==> config.mk <==
export PLATFORM = sky130hd
export DESIGN_NAME = button_pulser
export DESIGN_NICKNAME = d
export VERILOG_FILES = /design/src/rtl/button_pulser.sv
export SDC_FILE = /design/constraint.sdc
export NUM_CORES = 1
export LEC_CHECK = 0
export ABC_AREA = 1
export BUFFER_PORTS_ARGS = -buffer_cell sky130_fd_sc_hd__buf_4
export CAP_MARGIN = 10
export CORE_MARGIN = 1
export CORE_UTILIZATION = 45
export CTS_BUF_LIST = sky130_fd_sc_hd__clkbuf_4 sky130_fd_sc_hd__clkbuf_8
export CTS_CLUSTER_DIAMETER = 200
export DETAILED_ROUTE_END_ITERATION = 8
export GPL_TIMING_DRIVEN = 0
export MAX_ROUTING_LAYER = met4
export PLACE_DENSITY = 0.59
export SLEW_MARGIN = 15
export SYNTH_ARGS = -nofsm -noshare
export SYNTH_HDL_FRONTEND = slang
export SYNTH_SLANG_ARGS = --single-unit
export TNS_END_PERCENT = 50
==> constraint.sdc <==
create_clock -name clk -period 1.8 [get_ports clk]
set_input_delay 0.18 -clock clk [delete_from_list [all_inputs] [get_ports clk]]
set_output_delay 0.18 -clock clk [all_outputs]
set_load 0.01 [all_outputs]
==> src/rtl/button_pulser.sv <==
// Per-channel push-button conditioner: 2-flop synchroniser, press/release debounce,
// one-cycle press pulse and optional auto-repeat while held.
module button_pulser #(
  parameter int unsigned NO_OF_BUTTONS   = 2,
  parameter int unsigned DEBOUNCE_CYCLES = 16,
  parameter int unsigned REPEAT_DELAY    = 64,
  parameter int unsigned REPEAT_PERIOD   = 16
) (
  input  logic                     clk,
  input  logic                     resetn,
  input  logic [NO_OF_BUTTONS-1:0] btn_in,
  input  logic                     repeat_en,
  output logic [NO_OF_BUTTONS-1:0] pulse_out,
  output logic [NO_OF_BUTTONS-1:0] level_out
);

  localparam int unsigned CNT_MAX = (DEBOUNCE_CYCLES > REPEAT_DELAY) ? DEBOUNCE_CYCLES
                                                                      : REPEAT_DELAY;
  localparam int unsigned CNT_W   = (CNT_MAX > 1) ? $clog2(CNT_MAX) : 1;

  localparam logic [CNT_W-1:0] DEB_LAST   = CNT_W'(DEBOUNCE_CYCLES - 1);
  localparam logic [CNT_W-1:0] REP_LAST   = CNT_W'(REPEAT_DELAY - 1);
  localparam logic [CNT_W-1:0] REP_RELOAD = CNT_W'(REPEAT_DELAY - REPEAT_PERIOD);

  typedef enum logic [1:0] {
    RELEASED     = 2'd0,
    PRESS_WAIT   = 2'd1,
    HELD         = 2'd2,
    RELEASE_WAIT = 2'd3
  } state_t;

  for (genvar i = 0; i < NO_OF_BUTTONS; i++) begin : g_ch
    logic             sync_q1;
    logic             btn_sync;
    state_t           state;
    logic [CNT_W-1:0] cnt;
    logic             pulse_q;
    logic             level_q;

    // Two-flop synchroniser for the asynchronous button pin
    always_ff @(posedge clk or negedge resetn) begin
      if (!resetn) begin
        sync_q1  <= 1'b0;
        btn_sync <= 1'b0;
      end else begin
        sync_q1  <= btn_in[i];
        btn_sync <= sync_q1;
      end
    end

    // Debounce / repeat FSM; any opposite-level sample during a wait restarts it
    always_ff @(posedge clk or negedge resetn) begin
      if (!resetn) begin
        state   <= RELEASED;
        cnt     <= '0;
        pulse_q <= 1'b0;
        level_q <= 1'b0;
      end else begin
        pulse_q <= 1'b0;
        case (state)
          RELEASED: begin
            if (btn_sync) begin
              state <= PRESS_WAIT;
              cnt   <= '0;
            end
          end
          PRESS_WAIT: begin
            if (!btn_sync) begin
              state <= RELEASED;
            end else if (cnt == DEB_LAST) begin
              state   <= HELD;
              level_q <= 1'b1;
              pulse_q <= 1'b1;
              cnt     <= '0;
            end else begin
              cnt <= cnt + CNT_W'(1);
            end
          end
          HELD: begin
            if (!btn_sync) begin
              state <= RELEASE_WAIT;
              cnt   <= '0;
            end else if (!repeat_en) begin
              cnt <= '0;
            end else if (cnt == REP_LAST) begin
              pulse_q <= 1'b1;
              cnt     <= REP_RELOAD;
            end else begin
              cnt <= cnt + CNT_W'(1);
            end
          end
          RELEASE_WAIT: begin
            // Returning to HELD restarts repeat timing but never re-pulses
            if (btn_sync) begin
              state <= HELD;
              cnt   <= '0;
            end else if (cnt == DEB_LAST) begin
              state   <= RELEASED;
              level_q <= 1'b0;
            end else begin
              cnt <= cnt + CNT_W'(1);
            end
          end
          default: begin
            state <= RELEASED;
            cnt   <= '0;
          end
        endcase
      end
    end

    assign pulse_out[i] = pulse_q;
    assign level_out[i] = level_q;
  end

endmodule

== Yosys cells after proc, flatten, opt, wreduce, memory -nomap -nowiden ==
Cells that the tools add are included.
Widths: inputs -> output; s select.
Operators by class
  mux-type cells: 54
  equal/unequal tests: 28
  reduce and logical (&&, ||, !) cells: 10
  $add $sub $neg: 2
Operator list (number)
  $mux 6: 16
  $pmux 6 s4: 2
  $mux 2: 12
  $ne 2x2->1 const B: 12
  $mux 1: 18
  $ne 3x3->1 const B: 6
  $pmux 2 s4: 2
  $add 6x1->6 const B: 2
  $eq 6x4->1 const B: 2
  $eq 6x6->1 const B: 2
  $reduce_and 5->1: 2
  $eq 2x2->1 const B: 4
  $pmux 1 s2: 4
  $reduce_and 4->1: 2
  $reduce_and 3->1: 2
  $eq 2x1->1 const B: 2
  $logic_not 2->1: 2
  $reduce_bool 2->1: 2
Storage, ports and cells
  register bits after elaboration: 24
  input bits: 5
  word-level logic and storage cells: 106

== Logic depth before layout (Yosys ltp) ==
  depth after elaboration: 5
  mapped depth: 10

== Worst setup path before layout ==
No wires, ideal clock.
  path kind: register -> register
  start: reg g_ch[1].state[0]
  end: reg g_ch[1].cnt[0]
  clock period less this slack: 1.365 ns
  cell stages (with the launch flop): 7
  arrival time: 1.300 ns
  slack: 0.435 ns
  data required time: 1.735 ns
  path through: dfrtp_1 > ha_1 > o21ai_2 > nand2_8 > nor2_8 > nand3b_2 > nand2_1
On the way
  cells in the longest elaborated chain, start to end: 3
RTL lines
  start: declaration: RTL line 35  | state_t state;
  start signal: assignment: RTL line 54  | state <= RELEASED;
  start signal: assignment: RTL line 63  | state <= PRESS_WAIT;
  start signal: assignment: RTL line 69  | state <= RELEASED;
  $eq 2x2->1, or another cell as far along: RTL line 60  | case (state)
  $ne 3x3->1 (no source line) / $ne 2x2->1 (equally long branches)
  $reduce_and 3->1 (no source line)
  end signal: assignment: RTL line 76  | cnt <= cnt + CNT_W'(1);
  end signal: assignment: RTL line 89  | cnt <= cnt + CNT_W'(1);
  end signal: assignment: RTL line 101  | cnt <= cnt + CNT_W'(1);
  end: declaration: RTL line 36  | logic [CNT_W-1:0] cnt;
Parallel ways exist; a longest one is shown, timed or not.
A chain may end at the register's enable or synchronous reset.

==> results.ini <==
[global_routing]
antenna_found_initial = 0
grt_pass1_vias = 1252
grt_max_degree = 25
grt_overflow = 0
grt_usage_pct = 17.5
grt_pass1_wl_mm = 5.46

[clock_network]
cts_buffers = 3
cts_tree = done
cts_sinks = 24
max-clock-path-buffers = 2
worstSkewPairLatency_ps = 260
post-cts-setup-buffer-count = 0
htree_levels = 1
cts-root-buf = clkbuf_8
clkTransAtPathRegs_ps = 80

[timing]
period_share_pct = 86.4
setup_tns_ps = 0
setup_violations = 0
skew_ps = 1.55
whs_ps = 22.5
fin_crit_ps = 1560
max_slew_margin_pct = 78.3
setup_ws_ps = 245
hold_viol_final = 0
tightestPinTransition_ps = 325
slew_viol_final = 0
rsz0062_at_grt = false
fmax_ghz = 0.643

[synth]
synth_warnings = 0
synth_edf_count = 0
synth.area.top_cells = dfrtp_1 (36%), nand2_1 (14%), ha_1 (8.9%)
ys_types = 27
synth_ff_type = dfrtp_1
syn-num-nets = 226
ys_ff_latch = 24
synth_area_um2 = 1690
synth_top_area_cell = dfrtp_1
yosysSeqAreaShare_pct = 35.5
syn_inst = 209
ys_top_cells_by_count = nand2_1 (64), dfrtp_1 (24), inv_1 (20)
avgSynthCellArea_um2 = 8.09
netlist.area_leader.share_pct = 35.5
yosysMostFrequentCell = nand2_1
synth-async-reset-ratio_pct = 100

[finish]
final_util_pct = 54.0
fillers = 341
num-nets-final = 240
drive_gt1_share_pct = 23.0
multi_input_area_um2 = 967
fin_area_um2 = 1870
seq_area_um2 = 601
syn2layout_area_growth_pct = 10.8
n_antenna_cell = 0

[floorplanning]
die_w_um = 63.3
die_area_um2 = 4010
dieHeight_um = 63.3
pin_count = 9
initial_core_util_pct = 48.8
row_count = 21
coreArea_um2 = 3470

[placement]
gp_congestion = 0.785
dpl.hpwl_mm = 2.33
placed_cell_area_um2 = 1810
pre_cts_ws_ps = 264
port_buffers = 8

[worst_setup_path]
crit_type = flop to flop
worstPathMaxFanout = 7
start_kind = flop
arrival_ps = 1760
worstSetupEndpointType = flop
cp_data_required_time_ps = 2000

[drt]
routedWlPerCell_um = 11.1
detail_route.iter0.violations = 59
ant_nets = 0
finalWirelength_mm = 2.97
viasPerCell = 4.83
vias = 1295
drt_pass1_iterations = 4
drcViolationCount = 0

[power_and_ir_drop]
p_clk_share_pct = 16.8
seqPwrFrac_pct = 33.6
p_int_uw = 1220
power.combinational.fraction_pct = 49.6
switching_share_pct = 43.0
power.leakage_uw = 0.000980
ir_drop_v = 0.000679
cellPowerDensity_nw_per_um2 = 1140
p_sw_uw = 918

[min_path]
hold_class = primary input to flop

[run]
drv_cap = 0

[outcome]
outcome = finished, final reports clean

## logic make-up (layout without fill, tap and decap cells)
kind of cell               Yosys count  in the layout  share of synthesized area [%]
DFF                                 24             24                           35.5
adders and majority gates           12             12                           8.88
and+or+nand+nor                    119            119                           38.6
AOI/OAI and AO/OA                   21             21                           7.62
xor gates and xnor gates             4              4                           2.07
buffers and inverters               29             42                           7.32
## stage by stage
step                power (µW)  std cells
finish                    2130        268
global route              2320        268
CTS                       2160        268
detailed placement        1790        263
global placement          1760        263
floorplan                 1570        209
## power groups by stage
stage | sequential (µW) | clock (µW) | combinational, µW
3_5_place_dp | 723 | 0 | 1060
2_1_floorplan | 706 | 0 | 863
6_report | 718 | 358 | 1060
4_1_cts | 716 | 380 | 1070
5_1_grt | 733 | 395 | 1190
3_3_place_gp | 722 | 0 | 1040
## layout by cell type, fill, tap and decap left out, drive strengths merged, types with 5 or more instances in the layout
| master | instances |
|---|---|
| inv | 25 |
| a21oi | 6 |
| nand4 | 5 |
| nand2 | 73 |
| dfrtp | 24 |
| ha | 12 |
| o21ai | 13 |
| buf | 12 |
| nand3 | 18 |
| nor2 | 20 |
## metal layers
metal / GRT usage, % / vias up / wire, µm
li1: - / 689 / -
met2: 27.3 / 10 / 1270
met5: - / - / 0
met3: 4.35 / 2 / 66
met1: 23.4 / 594 / 1620
met4: 2.56 / 0 / 18
## critical path, stage by stage (launching register included)
cell     delay [ps]
dfrtp_1         410
inv_1           100
ha_1            280
o21ai_2         340
nand2_8         120
nor2_8          120
nand3_1          80
nand2_1          60
## cell type report
cell class	instances	area share (%)
buffer	4	1.60
clock buffer	4	2.94
inverter	25	5.01
multi-input combinational	156	51.6
sequential	24	32.0
tap	46	3.07
timing repair buffer	9	3.74
## sequential cells by signal, summed over array words and instances, names as in the netlist, named ones only
register	flops
g_ch.cnt	12
g_ch.btn_sync	2
g_ch.sync_q1	2
g_ch.pulse_q	2
g_ch.level_q	2
g_ch.state	2
## path summary, 6_finish.rpt
path	startpoint	endpoint	slack, ps	cells past startpoint
max	flop	g_ch[1].cnt[1]	240	7
min	btn_in[0]	g_ch[0].sync_q1	20	1
max reg2reg	flop	g_ch[1].cnt[1]	240	7
min reg2reg	g_ch[0].sync_q1	g_ch[0].btn_sync	360	0
max in group asynchronous	resetn	g_ch[0].btn_sync	1220	2
min in group asynchronous	resetn	g_ch[1].state[0]	350	2
## what timing repair did
item,4_1_cts,5_1_grt
gates resized for setup,0,0
hold endpoints to repair,24,0
hold buffers,1,0
No activity file was read; power rests on OpenSTA's default activity.
